==> src/rtl/router_ni_pkg.sv <==
// Shared definitions for the mesh network-interface slice.
//   - Packet field widths and header layout.
//   - ni_req_t: destination/mode request as seen by the legality check.
//   - mk_pkt(): assembles a right-aligned packet from request fields and payload.
package router_ni_pkg;

  localparam int JMP_W    = 8;
  localparam int ROW_W    = 4;
  localparam int COL_W    = 4;
  localparam int HDR_W    = JMP_W + ROW_W + COL_W + 1;
  // Bit position of the mode flag inside the header; the payload sits below it.
  localparam int MODE_POS = 0;
  // Widest packet mk_pkt can build; callers cast the result down to their size.
  localparam int PKT_MAX  = 128;

  typedef struct packed {
    logic [ROW_W-1:0] row;
    logic [COL_W-1:0] col;
    logic             mode;
  } ni_req_t;

  // Header is {nxt_jmp=0, row, col, mode}; it is shifted above a pld_w-bit payload.
  function automatic logic [PKT_MAX-1:0] mk_pkt(input logic [ROW_W-1:0]   row,
                                                input logic [COL_W-1:0]   col,
                                                input logic               mode,
                                                input logic [PKT_MAX-1:0] pld,
                                                input int                 pld_w);
    logic [PKT_MAX-1:0] hdr;
    hdr = PKT_MAX'({{JMP_W{1'b0}}, row, col, mode});
    return (hdr << pld_w) | pld;
  endfunction

endpackage

==> src/rtl/term_tx_ni_fifo.sv <==
// ni_fifo: first-word-fall-through synchronous FIFO.
//   clk, reset : clock, synchronous active-high reset (pointers/count only)
//   push, din  : write request and data (ignored when full)
//   pop        : consume head (ignored when empty)
//   head       : current head entry, forced to 0 when empty
//   full, empty, count : occupancy status from the registered count
// DEPTH need not be a power of two; pointers wrap explicitly.
module ni_fifo #(
  parameter int DEPTH = 10,
  parameter int WIDTH = 40,
  parameter int CW    = $clog2(DEPTH + 1)
) (
  input  logic             clk,
  input  logic             reset,
  input  logic             push,
  input  logic [WIDTH-1:0] din,
  input  logic             pop,
  output logic [WIDTH-1:0] head,
  output logic             full,
  output logic             empty,
  output logic [CW-1:0]    count
);
  import router_ni_pkg::*;

  localparam int PW = $clog2(DEPTH);
  localparam logic [PW-1:0] LAST = PW'(DEPTH - 1);

  logic [WIDTH-1:0] mem_q [DEPTH];
  logic [PW-1:0]    wr_ptr_q, wr_ptr_d;
  logic [PW-1:0]    rd_ptr_q, rd_ptr_d;
  logic [CW-1:0]    count_q, count_d;
  logic             do_push, do_pop;

  function automatic logic [PW-1:0] next_ptr(input logic [PW-1:0] p);
    return (p == LAST) ? '0 : p + 1'b1;
  endfunction

  assign full    = (count_q == CW'(DEPTH));
  assign empty   = (count_q == '0);
  assign count   = count_q;
  assign do_push = push && !full;
  assign do_pop  = pop && !empty;
  assign head    = empty ? '0 : mem_q[rd_ptr_q];

  always_comb begin
    wr_ptr_d = wr_ptr_q;
    rd_ptr_d = rd_ptr_q;
    count_d  = count_q;
    if (do_push) wr_ptr_d = next_ptr(wr_ptr_q);
    if (do_pop)  rd_ptr_d = next_ptr(rd_ptr_q);
    case ({do_push, do_pop})
      2'b10:   count_d = count_q + 1'b1;
      2'b01:   count_d = count_q - 1'b1;
      default: count_d = count_q;
    endcase
  end

  always_ff @(posedge clk) begin
    if (reset) begin
      wr_ptr_q <= '0;
      rd_ptr_q <= '0;
      count_q  <= '0;
    end else begin
      wr_ptr_q <= wr_ptr_d;
      rd_ptr_q <= rd_ptr_d;
      count_q  <= count_d;
    end
  end

  // Storage is data only: never reset, head is gated by empty instead.
  always_ff @(posedge clk) begin
    if (do_push) mem_q[wr_ptr_q] <= din;
  end

endmodule

==> src/rtl/term_tx_ni.sv <==
// term_tx_ni: source-side network interface feeding one mesh_gnrtr terminal port.
//   clk, reset           : clock, synchronous active-high reset
//   in_vld/in_rdy        : request handshake; in_row/in_col/in_mode/in_pld request fields
//   pndng_i_in           : a packet is waiting for the router
//   data_out_i_in        : head packet (0 when nothing is pending)
//   popin                : router consumes the head packet this cycle
//   drop_cnt             : saturating count of illegal (dropped) requests
//   tx_cnt, acc_cnt      : saturating pop/accept statistics
// Optional feature macro: TERM_TX_NI_STATS_EN. When undefined, tx_cnt and acc_cnt
// are tied to 0 and carry no logic.
module term_tx_ni
  import router_ni_pkg::*;
#(
  parameter int pckg_sz    = 40,
  parameter int fifo_depth = 10,
  parameter int ROWS       = 4,
  parameter int COLUMS     = 4,
  parameter int id_row     = 0,
  parameter int id_column  = 0
) (
  input  logic               clk,
  input  logic               reset,
  input  logic               in_vld,
  output logic               in_rdy,
  input  logic [3:0]         in_row,
  input  logic [3:0]         in_col,
  input  logic               in_mode,
  input  logic [pckg_sz-18:0] in_pld,
  output logic               pndng_i_in,
  output logic [pckg_sz-1:0] data_out_i_in,
  input  logic               popin,
  output logic [15:0]        drop_cnt,
  output logic [15:0]        tx_cnt,
  output logic [15:0]        acc_cnt
);

  localparam int PLD_W = pckg_sz - HDR_W;
  localparam int CW    = $clog2(fifo_depth + 1);
  // Destinations up to ROWS+1 / COLUMS+1 are reachable (edge terminals included).
  localparam logic [ROW_W-1:0] ROW_MAX = ROW_W'(ROWS + 1);
  localparam logic [COL_W-1:0] COL_MAX = COL_W'(COLUMS + 1);
  localparam logic [ROW_W-1:0] MY_ROW  = ROW_W'(id_row);
  localparam logic [COL_W-1:0] MY_COL  = COL_W'(id_column);

  function automatic logic [15:0] sat_inc(input logic [15:0] v);
    return (v == 16'hFFFF) ? v : v + 16'd1;
  endfunction

  ni_req_t              req;
  logic                 legal, xfer, push, drop, pop_ok;
  logic [pckg_sz-1:0]   pkt;
  logic                 fifo_full, fifo_empty;
  logic [CW-1:0]        fifo_count;
  logic [15:0]          drop_cnt_q, drop_cnt_d;

  assign req   = '{row: in_row, col: in_col, mode: in_mode};
  assign legal = !((req.row > ROW_MAX) || (req.col > COL_MAX) ||
                   ((req.row == MY_ROW) && (req.col == MY_COL)));

  // in_rdy looks only at registered occupancy, never at the same-cycle popin.
  assign in_rdy = !reset && !fifo_full;
  assign xfer   = in_vld && in_rdy;
  assign push   = xfer && legal;
  assign drop   = xfer && !legal;
  assign pop_ok = popin && !fifo_empty;

  assign pkt = pckg_sz'(mk_pkt(req.row, req.col, req.mode, PKT_MAX'(in_pld), PLD_W));

  ni_fifo #(.DEPTH(fifo_depth), .WIDTH(pckg_sz), .CW(CW)) u_fifo (
    .clk   (clk),
    .reset (reset),
    .push  (push),
    .din   (pkt),
    .pop   (pop_ok),
    .head  (data_out_i_in),
    .full  (fifo_full),
    .empty (fifo_empty),
    .count (fifo_count)
  );

  assign pndng_i_in = (fifo_count != '0);

  always_comb begin
    drop_cnt_d = drop_cnt_q;
    if (drop) drop_cnt_d = sat_inc(drop_cnt_q);
  end

  always_ff @(posedge clk) begin
    if (reset) drop_cnt_q <= '0;
    else       drop_cnt_q <= drop_cnt_d;
  end

  assign drop_cnt = drop_cnt_q;

`ifdef TERM_TX_NI_STATS_EN
  logic [15:0] tx_cnt_q, tx_cnt_d;
  logic [15:0] acc_cnt_q, acc_cnt_d;

  always_comb begin
    tx_cnt_d  = tx_cnt_q;
    acc_cnt_d = acc_cnt_q;
    if (pop_ok) tx_cnt_d  = sat_inc(tx_cnt_q);
    if (push)   acc_cnt_d = sat_inc(acc_cnt_q);
  end

  always_ff @(posedge clk) begin
    if (reset) begin
      tx_cnt_q  <= '0;
      acc_cnt_q <= '0;
    end else begin
      tx_cnt_q  <= tx_cnt_d;
      acc_cnt_q <= acc_cnt_d;
    end
  end

  assign tx_cnt  = tx_cnt_q;
  assign acc_cnt = acc_cnt_q;
`else
  assign tx_cnt  = '0;
  assign acc_cnt = '0;
`endif

endmodule

==> config.mk <==
export PLATFORM = sky130hd
export DESIGN_NAME = term_tx_ni
export DESIGN_NICKNAME = d
export VERILOG_FILES = /design/src/rtl/router_ni_pkg.sv /design/src/rtl/term_tx_ni_fifo.sv /design/src/rtl/term_tx_ni.sv
export SDC_FILE = /design/constraint.sdc
export NUM_CORES = 1
export LEC_CHECK = 0
export ABC_AREA = 1
export CORE_MARGIN = 4
export CORE_UTILIZATION = 60
export CTS_BUF_LIST = sky130_fd_sc_hd__clkbuf_8
export CTS_CLUSTER_SIZE = 14
export DETAILED_ROUTE_END_ITERATION = 16
export DONT_BUFFER_PORTS = 1
export PLACE_DENSITY = 0.79
export SYNTH_ARGS = -nofsm -noshare
export SYNTH_HDL_FRONTEND = slang
export SYNTH_SLANG_ARGS = --single-unit
==> constraint.sdc <==
create_clock -name clk -period 4.1 [get_ports clk]
set_input_delay 0.205 -clock clk [delete_from_list [all_inputs] [get_ports clk]]
set_output_delay 0.205 -clock clk [all_outputs]
set_load 0.005 [all_outputs]
# Word-level counts from Yosys, hierarchy flattened
# Memories as Yosys holds them, arrays and structs flattened. A register that Yosys moved wholly into a read port is not among the register bits.
# Cells that the tools add are included.
# word_totals
mem_bits_rw,320
input_bits,36
wordCells,48
memories,1
reg_bits,28
out_inout_bits,90
# memory_table
memory,depth,width,read_ports,rd_clocked_by_memory_dff,wr,line,text
u_fifo.mem_q,10,32,1,1,1,term_tx_ni_fifo.sv:28,logic [WIDTH-1:0] mem_q [DEPTH];
# classes
bitwise,2
n_addsub,5
n_eq_ne,6
muxes,8
n_reduce_logical,20
order_cmp,2
# ops
operator,count
$mux 40,1
$or 32x23->32,1
$add 16x1->16 const B,1
$eq 16x16->1 const B,1
$mux 4,4
$add 4x1->4 const B,3
$eq 4x4->1 const B,3
$logic_not 4->1,3
$gt 4x3->1 const B,2
$logic_and 1x1->1,8
$pmux 4 s2,1
$logic_not 1->1,4
$reduce_bool 4->1,1
$sub 4x1->4 const B,1
$eq 2x1->1 const B,1
$eq 2x2->1 const B,1
$logic_or 1x1->1,2
$mux 1,2
$reduce_and 2->1,1
$reduce_bool 2->1,1
$not 1->1,1

# Longest topological paths before layout
# logic_depth
word_depth,8
mapped_depth,16
mapped_depth_nobuf,16

# Hierarchy
# A second synthesis with hierarchy kept.
# hier_totals
cells_unflattened,1625
area_unflattened_um2,18652.9
# by_module_without_submodules
mod,seq_area_each_um2,area_per_inst_um2,instances,cells_each
ni_fifo,12331.8,17255.3,1,1410
term_tx_ni,320.3,1397.6,1,215

# Worst setup path before layout
# OpenSTA, ideal clock, no wires.
# synth_timing
kind,reg-to-reg
startpoint,"register u_fifo.count_q[0], in the netlist u_fifo.count[0]"
endpoint,"memory u_fifo.mem_q[0][0] (netlist bit), enable pin"
path_buffers,0
stages_incl_launch_ff,9
setup_slack_ns,1.219
arrival_ns,2.460
required_ns,3.679
setup_time_ns,0.421
period_less_slack_ns,2.881
path_cell_list,dfxtp_1 > nor2_1 > nand2_2 > nand2_2 > nor2_4 > nand2_1 > nor2_1 > nand2_1 > nor2_1
# synth_between
elab_chain_len,8
# synth_lines
item,line,text
from (decl),term_tx_ni_fifo.sv:31,"logic [CW-1:0] count_q, count_d;"
from (signal assigned),term_tx_ni_fifo.sv:66,count_q <= count_d;
$eq 4x4->1 *,term_tx_ni_fifo.sv:38,assign full = (count_q == CW'(DEPTH));
$logic_not 1->1 *,"term_tx_ni_fifo.sv:41, term_tx_ni.sv:61",
$logic_and 1x1->1,term_tx_ni.sv:61,assign in_rdy = !reset && !fifo_full;
$logic_and 1x1->1,term_tx_ni.sv:62,assign xfer = in_vld && in_rdy;
$logic_and 1x1->1,term_tx_ni.sv:63,assign push = xfer && legal;
$logic_and 1x1->1 *,term_tx_ni_fifo.sv:41,assign do_push = push && !full;
$mux 1 *,term_tx_ni_fifo.sv:72,if (do_push) mem_q[wr_ptr_q] <= din;
$mux 1 (not written as such) *,term_tx_ni_fifo.sv:72,
to (decl),term_tx_ni_fifo.sv:28,
# Mark *: on every way between the ends. The rest lies on a longest branch, timed or not.

# Worst setup path after layout
# layout_timing
startpoint,input port reset
endpoint,"memory u_fifo.mem_q[0][22] (netlist bit), enable pin"
# layout_between
elab_chain_len,7
# layout_lines
item,line,text
from (decl),term_tx_ni.sv:22,"input logic reset,"
$logic_not 1->1,term_tx_ni.sv:61,
$logic_and 1x1->1,term_tx_ni.sv:61,
$logic_and 1x1->1,term_tx_ni.sv:62,
$logic_and 1x1->1,term_tx_ni.sv:63,
$logic_and 1x1->1,term_tx_ni_fifo.sv:41,
$mux 1,term_tx_ni_fifo.sv:72,
$mux 1 (not written as such),term_tx_ni_fifo.sv:72,
# Every way passes these cells.

==> results.cfg <==
[worst_setup_path]
crit_buf_inv = 2
worstReg2RegEnd = u_fifo.count[2]
path_class = input pin to flop
startpoint_type = input pin
reg2reg_slack_ns = 1.32
crit_cells = 8
crit_family = simple AND/OR/NAND/NOR gates
cpPeakStageDelay_ns = 0.90
critPathRequiredTime_ns = 4.27
crit_chain = dlygate4sd3_1 > inv_1 > nand2_2 > nor2_4 > nand2_1 > nor2_1 > nand2_1 > nor2_4
path_max_fanout = 32
r2r_start = u_fifo.count[0]
critPathCapture = u_fifo.mem_q[0][22]
arrival_ns = 3.32
startpoint = reset
r2r_cells = 14
cp_slowest_cell = nor2_4
endpoint_kind = flop

[clock_network]
worstSkewPairLatency_ns = 0.56
clockBufferDepth = 3
post_cts_resized = 0
clk_pin_slew_ns = 0.06
cts-root-buf = clkbuf_8
cts_buffers = 53
htree_levels = 2
cts.sinks = 352
cts_tree = yes

[cells_and_area]
stdcell_area_sq_um = 16500
final-seq-area_sq_um = 10300
fill_cells = 1724
multi_input_area_sq_um = 3700
fin_nets = 1440
drive_gt1_share_pct = 7.20
syn2layout_area_growth_pct = 8.87

[logic_synthesis]
synth_common_cells = edfxtp_1, inv_1, nand2_1, a21oi_1, o21ai_0
synth_warnings = 0
yosysMostFrequentCell = edfxtp_1
yosysTopAreaCellShare_pct = 63.5
synthFlopType = edfxtp_1
synth_top_area_cell = edfxtp_1
synthesis.area_sq_um = 15100
syn_inst = 1372
synth_edf_count = 320
synth_cell_types = 29
yosys-top-cells-area = edfxtp_1, a21oi_1, inv_1
ys_ff_latch = 352
ys_seq_area_share_pct = 67.7
async_flop_share_pct = 0
synth.avg_cell_area_sq_um = 11.0

[floorplan]
die_w_microns = 167
die_y_microns = 167
initial_utilization_pct = 61.7
core_region_area_sq_um = 24500
io_pins = 126
dieArea_sq_um = 27800
num_rows = 57

[detailed_routing]
drc = 0
drtAntennaViolNets = 0
wire_per_inst_microns = 17.6
drt-pass1-iter-count = 5
drt-initial-drc-count = 1021
viasPerCell = 5.52
vias = 9694
drt_wl_total_mm = 30.8

[sta]
slew_headroom_pct = 17.1
hold_viol = 0
fmax_ghz = 0.317
drv_slew = 0
setup_viol_count_final = 0
worstMarginPinSlew_ns = 1.24
rsz0062_at_grt = false
skew_ns = 0.0136
fin_crit_ns = 3.15
finalCritPeriodShare_pct = 76.9
tns_ns = 0

[global_route]
grt_pass1_wl_mm = 48.7
grt_max_degree = 126
grtUsageTotal_pct = 21.6
grt-ovfl-total = 0
grt_pass1_vias = 9597
antenna_found_initial = 1

[pwr]
power_density_nw_per_um2 = 503
switching_power_mw = 2.55
combPwrFrac_pct = 19.8
clkPwrFrac_pct = 30.1
leakage_nw = 6.07
p_int_mw = 5.74
switching_share_pct = 30.8
peakVddDrop_mv = 0.511
seq_power_share_pct = 50.1

[run]
max_cap_violations = 0

[placement]
placed_area_sq_um = 15200
place_congestion = 0.894
io_buffers = 0
dp_hpwl_mm = 17.4

[hold_path]
min_path_type = input pin to flop

[status]
status = completed
-- power by group through the flow --
stage               logic (mW)  registers, mW  clock network (mW)
global placement          1.51           4.22                   0
floorplan                 1.42           4.05                   0
global route              1.86           4.18                2.71
detailed placement        1.56           4.22                   0
CTS                       1.64           4.15                2.53
finish                    1.64           4.15                2.50
-- state kept, by name (all words and copies together), names as in the netlist, named ones only --
| register | count |
|---|---|
| u_fifo.mem_q | 320 |
| drop_cnt | 16 |
| u_fifo.count | 4 |
| u_fifo.rd_ptr_q | 4 |
| u_fifo.wr_ptr_q | 4 |
-- cells by family after synthesis --
| group | share of synthesized area (%) |
|---|---|
| AOI/OAI and AO/OA | 13.1 |
| DFF | 67.7 |
| and+or+nand+nor | 8.94 |
| buffers and inverters | 9.35 |
| xor gates and xnor gates | 0.521 |
| adders and majority gates | 0.331 |
| other | 0.0248 |
-- stage by stage --
stage	hold WS, ns	total power [mW]	std cells	utilization [%]	setup slack, ns
after floorplan	0.304	5.47	1411	-	1.22
after global placement	0.271	5.72	1634	62.0	1.55
after detailed placement	0.272	5.79	1634	62.0	1.43
after CTS	0.0257	8.32	1755	67.2	0.999
after global routing	0.0740	8.75	1756	67.2	0.777
final	0.0564	8.29	1756	67.2	0.948
-- worst register-to-register path, stage by stage, from the launching register on --
cell and delay (ns):
dfxtp_1 0.44, nor2_1 0.09, nand3_2 0.06, buf_4 0.45
nand2_1 0.24, inv_1 0.17, ha_1 0.24, nand2_1 0.10
inv_1 0.08, nor2_1 0.06, ha_1 0.21, a21oi_1 0.18
xnor2_1 0.10, o21ai_0 0.20, inv_1 0.06
-- layout make-up --
class	instances	area share, %
sequential	352	62.2
timing repair buffer	45	2.81
inverter	199	4.53
tap	324	2.46
clock buffer	57	4.76
clock inverter	29	0.736
multi-input combinational	749	22.4
antenna	1	0.0152
-- routing by layer --
metal	part of all wire, %	track usage [%]	vias up	wire length (microns)
met5	0	0	-	0
met4	2.7	7.54	0	827
met3	7.6	5.48	73	2350
met2	49	36.1	346	15100
met1	41	27.8	4590	12600
li1	-	-	4685	-
-- repair_timing --
action	CTS	global route
hold buffers	35	0
hold endpoints to repair	349	0
buffers inserted	0	0
-- how the worst min path moves through the flow --
stage | slack (ns) | to | start | cells past startpoint
2_1_floorplan | 0.30 | u_fifo.mem_q[0][0] | in_pld[0] | 0
3_3_place_gp | 0.27 | drop_cnt[5] | reset | 1
3_5_place_dp | 0.27 | drop_cnt[7] | reset | 1
4_1_cts | 0.03 | drop_cnt[12] | in_vld | 6
5_1_grt | 0.07 | drop_cnt[12] | in_vld | 6
6_report | 0.06 | drop_cnt[12] | in_vld | 6
-- cell usage in the layout (no fill, tap or decap) --
cell,n
o21ai_1,10
nor2b_1,1
inv_2,1
diode_2,1
nand2_2,2
nand3_1,58
xor2_1,4
clkinv_1,3
nor2_2,3
buf_4,7
nand4_1,6
nand2_1,195
a22oi_1,1
a21oi_1,167
o211ai_1,42
inv_6,1
ha_1,4
clkinv_2,6
conb_1,40
nand3_2,2
nor2_4,12
nor2_1,45
dfxtp_4,2
dlygate4sd3_1,35
buf_12,3
o21ai_0,145
edfxtp_1,320
xnor2_1,5
a21oi_2,6
clkbuf_8,57
inv_1,217
dfxtp_1,30
nand2_4,1
Note: power is estimated with default switching activity, not from simulation.
